[src/rtl/mips_pkg.sv]
// Shared MIPS datapath constants used by the fetch stage and its neighbours.
package mips_pkg;

    localparam int unsigned INST_W        = 32;
    localparam logic [31:0] MIPS_RESET_PC = 32'h0040_0000;
    localparam logic [31:0] MIPS_NOP      = 32'h0000_0000;

endpackage : mips_pkg

[src/rtl/inst_fetch.sv]
// Fetch stage: owns the PC, addresses the instruction ROM and holds one
// fetched instruction for decode behind a valid/ready handshake.
module inst_fetch
    import mips_pkg::*;
#(
    parameter logic [31:0] RESET_PC       = MIPS_RESET_PC,
    parameter int unsigned ROM_ADDR_WIDTH = 5
) (
    input  logic              clock,
    input  logic              reset,
    output logic [31:0]       imem_addr,
    input  logic [INST_W-1:0] imem_data,
    input  logic              redirect_valid,
    input  logic [31:0]       redirect_target,
    output logic              out_valid,
    input  logic              out_ready,
    output logic [INST_W-1:0] out_inst,
    output logic [31:0]       out_pc,
    output logic [31:0]       out_pc_plus4,
    output logic              out_of_window,
    output logic              fetch_fault,
    output logic [31:0]       fetch_count
);

    logic [31:0]       pc_q,    pc_d;
    logic              valid_q, valid_d;
    logic [INST_W-1:0] inst_q,  inst_d;
    logic [31:0]       opc_q,   opc_d;
    logic [31:0]       opc4_q,  opc4_d;
    logic              oow_q,   oow_d;
    logic              fault_q, fault_d;
    logic [31:0]       count_q, count_d;

    logic advance;
    logic accept;

    assign advance = ~fault_q & (~valid_q | out_ready);
    assign accept  = valid_q & out_ready;

    always_comb begin
        pc_d    = pc_q;
        valid_d = valid_q;
        inst_d  = inst_q;
        opc_d   = opc_q;
        opc4_d  = opc4_q;
        oow_d   = oow_q;
        fault_d = fault_q;
        // A flushed slot that decode takes this cycle is still a handshake.
        count_d = count_q + (accept ? 32'd1 : 32'd0);

        if (redirect_valid) begin
            valid_d = 1'b0;
            if (redirect_target[1:0] == 2'b00) begin
                pc_d = redirect_target;
            end else begin
                fault_d = 1'b1;
            end
        end else if (advance) begin
            inst_d  = imem_data;
            opc_d   = pc_q;
            opc4_d  = pc_q + 32'd4;
            oow_d   = |pc_q[31:ROM_ADDR_WIDTH+2];
            valid_d = 1'b1;
            pc_d    = pc_q + 32'd4;
        end
    end

    always_ff @(posedge clock) begin
        if (reset) begin
            pc_q    <= RESET_PC;
            valid_q <= 1'b0;
            inst_q  <= MIPS_NOP;
            opc_q   <= '0;
            opc4_q  <= '0;
            oow_q   <= 1'b0;
            fault_q <= 1'b0;
            count_q <= '0;
        end else begin
            pc_q    <= pc_d;
            valid_q <= valid_d;
            inst_q  <= inst_d;
            opc_q   <= opc_d;
            opc4_q  <= opc4_d;
            oow_q   <= oow_d;
            fault_q <= fault_d;
            count_q <= count_d;
        end
    end

    assign imem_addr     = pc_q;
    assign out_valid     = valid_q;
    assign out_inst      = inst_q;
    assign out_pc        = opc_q;
    assign out_pc_plus4  = opc4_q;
    assign out_of_window = oow_q;
    assign fetch_fault   = fault_q;
    assign fetch_count   = count_q;

endmodule : inst_fetch
[config.mk]
export PLATFORM = sky130hd
export DESIGN_NAME = inst_fetch
export DESIGN_NICKNAME = d
export VERILOG_FILES = /design/src/rtl/mips_pkg.sv /design/src/rtl/inst_fetch.sv
export SDC_FILE = /design/constraint.sdc
export NUM_CORES = 1
export LEC_CHECK = 0
export CAP_MARGIN = 40
export CORE_UTILIZATION = 40
export CTS_BUF_LIST = sky130_fd_sc_hd__clkbuf_8
export DETAILED_ROUTE_END_ITERATION = 8
export PLACE_DENSITY = 0.74
export REMOVE_ABC_BUFFERS = 1
export SYNTH_ARGS = -nofsm -noshare
export SYNTH_HDL_FRONTEND = slang
export SYNTH_SLANG_ARGS = --single-unit
[constraint.sdc]
create_clock -name clock -period 4.7 [get_ports clock]
set_input_delay 0.47 -clock clock [delete_from_list [all_inputs] [get_ports clock]]
set_output_delay 0.47 -clock clock [all_outputs]
set_load 0.02 [all_outputs]
==> results.json, run 1 <==
{
  "outcome": "finished clean",
  "stdcell_area_um2": 9920,
  "clock_path_buffers": 2,
  "maxSlewHeadroom_pct": 49.2,
  "regArea_um2": 3220,
  "rsz0062_at_grt": "no",
  "synth-async-reset-ratio_pct": 0,
  "start_util_pct": 41.0,
  "synthCells": 906,
  "r2r_slack_ns": 2.15,
  "start_kind": "flip-flop",
  "worstPathRequired_ns": 5.08,
  "syn_area_per_cell_um2": 7.85,
  "grt.total_usage_pct": 22.2,
  "cts_root_buf": "clkbuf_8",
  "seq_power_share_pct": 48.7,
  "p_leak_nw": 3.32,
  "endpoint_kind": "flip-flop",
  "numCtsBuffers": 17,
  "antenna_cells": 0,
  "grt_pass1_wl_um": 32300,
  "htreeDepth": 4,
  "grt_pass1_vias": 6311,
  "drt-initial-drc-count": 352,
  "grt_max_degree": 81,
  "r2r_cells": 6,
  "antenna_left": 0,
  "port_buffers": 230,
  "regToRegEndpoint": "imem_addr[28]",
  "fmax_mhz": 392,
  "layout-drive-gt1-share_pct": 5.38,
  "fill_cells": 1641,
  "postCtsSetupBuffers": 0,
  "post_cts_resized": 0,
  "ys_types": 59,
  "post-route-period-util_pct": 54.3,
  "nets": 1158,
  "cp-startpoint": "imem_addr[2]",
  "wl_per_cell_um": 15.5,
  "rows": 48,
  "yosysWarnings": 0,
  "ys.flop_type": "dfxtp_1",
  "multi_input_area_um2": 3530,
  "cp.arrival_ns": 2.93,
  "clock_latency_ns": 0.45,
  "finalClockSkew_ns": 0.0137,
  "crit_type": "reg -> reg",
  "crit_end": "imem_addr[28]",
  "dieHeight_um": 135,
  "placedInstanceArea_um2": 9510,
  "worst_pin_slew_ns": 0.762,
  "synth-seq-cells": 161,
  "setup_viol": 0,
  "place_congestion": 0.803,
  "dieWidth_um": 135,
  "hold_buffers": 0,
  "hp-class": "in -> reg",
  "dr.pass1.iters": 5,
  "cts.sinks": 161,
  "fin_crit_ns": 2.55,
  "core_um2": 17400,
  "cap_viol_max_count": 0,
  "synth_area_um2": 7110,
  "combPwrFrac_pct": 15.5,
  "vias": 7013,
  "wl_um": 20600,
  "dp_hpwl_um": 14300,
  "clk_pin_slew_ns": 0.09,
  "p_sw_share_pct": 26.9,
  "tritoncts": "yes",
  "drc": 0,
  "ys_seq_area_share_pct": 45.3,
  "ir_drop_mv": 0.179,
  "worstPathMaxFanout": 9,
  "finalPower_mw": 3.04,
  "internal-power_mw": 2.22,
  "drv_slew": 0,
  "vias_per_cell": 5.30,
  "io_pins": 231,
  "area_growth_pct": 39.6,
  "power_density_nw_per_um2": 307,
  "antenna_found_initial": 0,
  "finalHoldViolCount": 0,
  "switchingPower_mw": 0.820,
  "synth-edff-count": 0,
  "grt_overflow": 0,
  "clkPwrFrac_pct": 35.8,
  "r2r_start": "imem_addr[2]",
  "dieArea_um2": 18300
}
==> worst max-delay path, cell delays in order, from the launching register on <==
cell,delay (ns)
dfxtp_1,0.50
ha_1,0.31
nand3_2,0.22
or4_4,0.64
or4_4,0.46
o31a_1,0.25
o21ai_1,0.11
==> flip-flops by register name, indices dropped and copies added, names as in the netlist <==
signal         count
out_inst          32
out_of_window      1
out_valid          1
out_pc            32
fetch_fault        1
imem_addr         32
out_pc_plus4      30
fetch_count       32
==> layout by cell type (no fill, tap or decap), types with 4 or more instances in the layout <==
cell,Yosys,layout
ha_1,4,4
nor2b_1,4,4
clkinv_2,0,4
nand3_1,32,32
nand2_1,171,171
nand4_1,15,15
a21oi_1,117,117
or3_1,15,15
o22ai_1,4,4
o31ai_1,4,4
or4_1,4,4
clkbuf_8,0,18
nor2_1,64,63
and3_1,7,7
inv_1,12,13
buf_4,2,8
xnor2_1,21,21
a211oi_1,9,9
a31oi_1,5,5
xor2_1,23,23
o21ai_0,54,54
a22oi_1,12,12
nor3_1,20,20
clkdlybuf4s50_1,0,228
bufinv_16,0,4
nor4_1,13,13
dfxtp_1,161,161
o21a_1,5,5
==> area by class of cell <==
| class | instances | area share [%] |
|---|---|---|
| clock buffer | 18 | 2.50 |
| tap | 225 | 2.84 |
| clock inverter | 12 | 1.69 |
| multi-input combinational | 653 | 35.6 |
| timing repair buffer | 241 | 24.5 |
| sequential | 161 | 32.5 |
| inverter | 12 | 0.454 |
==> routing by layer <==
metal	GRT usage (%)	wire length, um
met1	28.7	8950
met2	36.4	9760
met3	6.32	1650
met4	5.37	193
met5	0	0
==> per-stage QoR <==
step	instances	hold WS, ns	util [%]	TNS, ns	setup slack (ns)
2_1_floorplan	826	0.528	-	-4.12	-0.503
3_3_place_gp	1288	0.441	54.3	0	1.86
3_5_place_dp	1292	0.446	54.8	0	1.94
4_1_cts	1322	0.330	57.2	0	2.15
5_1_grt	1322	0.393	57.2	0	1.97
6_report	1322	0.369	57.2	0	2.15
==> worst min path at each step <==
| stage | from | to | cells after the start |
|---|---|---|---|
| 5_1_grt | redirect_valid | fetch_fault | 3 |
| 2_1_floorplan | out_inst[0] | out_inst[0] | 2 |
| 3_5_place_dp | out_pc[9] | out_pc[9] | 2 |
| 4_1_cts | redirect_valid | fetch_fault | 3 |
| 3_3_place_gp | out_inst[1] | out_inst[1] | 2 |
| 6_report | redirect_valid | fetch_fault | 3 |
==> synth_stat cells, types with 2 or more instances <==
| master | count | area [um^2] |
|---|---|---|
| nor4_1 | 13 | 81.3 |
| or4_1 | 4 | 30.0 |
| a211oi_1 | 9 | 67.6 |
| nor2b_1 | 4 | 25.0 |
| o211ai_1 | 2 | 15.0 |
| and3_1 | 7 | 43.8 |
| o31ai_1 | 4 | 30.0 |
| a21oi_1 | 117 | 586 |
| o21ai_0 | 54 | 270 |
| or4_4 | 3 | 33.8 |
| clkbuf_1 | 64 | 240 |
| and2_1 | 3 | 18.8 |
| o21a_1 | 5 | 37.5 |
| and4_1 | 3 | 26.3 |
| a2bb2oi_1 | 2 | 17.5 |
| a31oi_1 | 5 | 31.3 |
| a22oi_1 | 12 | 90.1 |
| buf_2 | 12 | 60.1 |
| xor2_1 | 23 | 201 |
| nand4_2 | 2 | 25.0 |
| o21ai_1 | 2 | 10.0 |
| nand4_1 | 15 | 93.8 |
| xnor2_1 | 21 | 184 |
| nand3_1 | 32 | 160 |
| ha_1 | 4 | 50.1 |
| a32oi_1 | 2 | 17.5 |
| dfxtp_1 | 161 | 3220 |
| nor2_1 | 64 | 240 |
| nand2_1 | 171 | 642 |
| a22o_1 | 3 | 26.3 |
| nor3_1 | 20 | 100 |
| or2_2 | 4 | 25.0 |
| inv_1 | 12 | 45.0 |
| o41ai_1 | 2 | 17.5 |
| o22ai_1 | 4 | 25.0 |
| buf_4 | 2 | 15.0 |
| or3_1 | 15 | 93.8 |
| mux2i_1 | 3 | 30.0 |
==> kinds of logic after synthesis <==
kind of cell | Yosys count | synth area share [%]
muxes | 3 | 0.422
xor gates and xnor gates | 44 | 5.42
and+or+nand+nor | 368 | 24.1
buffers and inverters | 92 | 5.19
DFF | 161 | 45.3
AOI/OAI and AO/OA | 234 | 18.9
adders and majority gates | 4 | 0.704
==> power by group through the flow <==
stage / clock [mW] / sequential (mW) / combinational [mW]
detailed placement: 0 / 1.51 / 0.476
CTS: 1.12 / 1.48 / 0.477
floorplan: 0 / 1.58 / 0.144
global placement: 0 / 1.51 / 0.463
finish: 1.09 / 1.48 / 0.473
global route: 1.17 / 1.49 / 0.511
(Power assumes the default switching activity.)
==> run 2: changes to the inputs <==
--- a/config.mk
+++ b/config.mk
@@ -9,7 +9,7 @@
 export CORE_UTILIZATION = 40
 export CTS_BUF_LIST = sky130_fd_sc_hd__clkbuf_8
 export DETAILED_ROUTE_END_ITERATION = 8
-export PLACE_DENSITY = 0.74
+export PLACE_DENSITY = 0.77
 export REMOVE_ABC_BUFFERS = 1
 export SYNTH_ARGS = -nofsm -noshare
 export SYNTH_HDL_FRONTEND = slang
==> constraint.sdc (replaced) <==
create_clock -name clock -period 2.33 [get_ports clock]
set_input_delay 0.233 -clock clock [delete_from_list [all_inputs] [get_ports clock]]
set_output_delay 0.233 -clock clock [all_outputs]
set_load 0.02 [all_outputs]
==> results.json, run 2 (synthesis gave the netlist of run 1 again) <==
{
  "switchingPower_mw": 1.74,
  "cap_viol_max_count": 0,
  "wl_per_cell_um": 15.7,
  "start_kind": "flip-flop",
  "outcome": "finished clean",
  "fill_cells": 1575,
  "internal-power_mw": 4.43,
  "tritoncts": "yes",
  "cp.arrival_ns": 2.54,
  "area_growth_pct": 44.8,
  "antenna_left": 0,
  "p_leak_nw": 3.57,
  "setup_viol": 0,
  "fin_cells": 1374,
  "grt_pass1_vias": 6709,
  "io_pins": 231,
  "grt_pass1_wl_um": 34200,
  "vias": 7187,
  "core_um2": 17400,
  "hold_slack_ns": 0.0974,
  "dp.cells": 1341,
  "layout-drive-gt1-share_pct": 9.67,
  "postCtsSetupBuffers": 0,
  "antenna_found_initial": 1,
  "fmax_mhz": 466,
  "finalClockSkew_ns": 0.0102,
  "drc": 0,
  "cts_root_buf": "clkbuf_8",
  "ir_drop_mv": 0.372,
  "start_util_pct": 41.0,
  "regArea_um2": 3220,
  "combPwrFrac_pct": 17.2,
  "finalHoldViolCount": 0,
  "nets": 1207,
  "p_sw_share_pct": 28.2,
  "final_cell_mix": "clkdlybuf4s50_1 (228), nand2_1 (171), dfxtp_1 (161)",
  "clock_path_buffers": 2,
  "hp-class": "in -> reg",
  "numCtsBuffers": 17,
  "dieHeight_um": 135,
  "wl_um": 21600,
  "vias_per_cell": 5.23,
  "fin_crit_ns": 2.14,
  "htreeDepth": 4,
  "port_buffers": 230,
  "post-route-period-util_pct": 92.0,
  "final_common_cell": "clkdlybuf4s50_1",
  "dieArea_um2": 18300,
  "worstPathMaxFanout": 13,
  "crit_type": "reg -> reg",
  "hold_buffers": 0,
  "grt.total_usage_pct": 23.7,
  "worstPathRequired_ns": 2.72,
  "dr.pass1.iters": 5,
  "dieWidth_um": 135,
  "clk_pin_slew_ns": 0.09,
  "seq_power_share_pct": 47.8,
  "rows": 48,
  "multi_input_area_um2": 3540,
  "grt_max_degree": 59,
  "drv_slew": 0,
  "endpoint_kind": "flip-flop",
  "clkPwrFrac_pct": 35.1,
  "grt_overflow": 0,
  "post_cts_resized": 0,
  "power_density_nw_per_um2": 599,
  "cts.sinks": 161,
  "drt-initial-drc-count": 428,
  "dp_hpwl_um": 15500,
  "worst_pin_slew_ns": 0.621,
  "place_congestion": 0.833,
  "rsz0062_at_grt": "no",
  "clock_latency_ns": 0.46,
  "maxSlewHeadroom_pct": 58.5
}
run 2: worst paths after layout:
check / startpoint / endpoint / slack (ns) / cells after the start
worst max register to register: fetch_count[7] / fetch_count[31] / 0.19 / 5
worst min register to register: out_inst[23] / out_inst[23] / 0.45 / 2
worst min-delay path: redirect_valid / fetch_fault / 0.1 / 3
worst max-delay path: fetch_count[7] / fetch_count[31] / 0.19 / 5
run 2: cell type report:
cell class              count  area share [%]
repair buffers            290            27.0
clock buffers              21            2.81
diodes                      1          0.0243
clock inverters            11            1.25
inverters                  12           0.437
multi-input cells         653            34.4
well taps                 225            2.73
flip-flops and latches    161            31.3
run 2: power groups by stage:
| stage | registers (mW) | clock network [mW] | logic, mW |
|---|---|---|---|
| floorplan | 3.18 | 0 | 0.291 |
| global placement | 3.01 | 0 | 1.04 |
| detailed placement | 3.01 | 0 | 1.05 |
| CTS | 2.95 | 2.22 | 1.06 |
| global route | 2.97 | 2.32 | 1.14 |
| finish | 2.95 | 2.16 | 1.06 |
run 2: metal layers:
metal	up-vias	global-route usage [%]	routed length, um
li1	3589	-	-
met1	3321	29.8	9190
met2	248	39.0	10300
met3	29	6.40	1650
met4	0	8.11	400
met5	-	0	0
run 2: per-stage QoR:
step                setup WS [ns]  total power [mW]  TNS, ns  instance area [um^2]  util, %
detailed placement        -0.0249              4.07  -0.0298                  9860     56.8
global placement           0.0420              4.05        0                  9860     56.8
CTS                        0.0998              6.22        0                 10300     59.2
global route               0.0616              6.43        0                 10300     59.3
floorplan                   -2.82              3.47  -224.85                  6790        -
finish                      0.185              6.17        0                 10300     59.3
run 2: worst max-delay path, stage by stage (launching register included):
cell     delay, ns
dfxtp_1       0.42
nand4_2       0.15
or3_4         0.48
or4_4         0.54
or3_1         0.36
a21oi_1       0.13
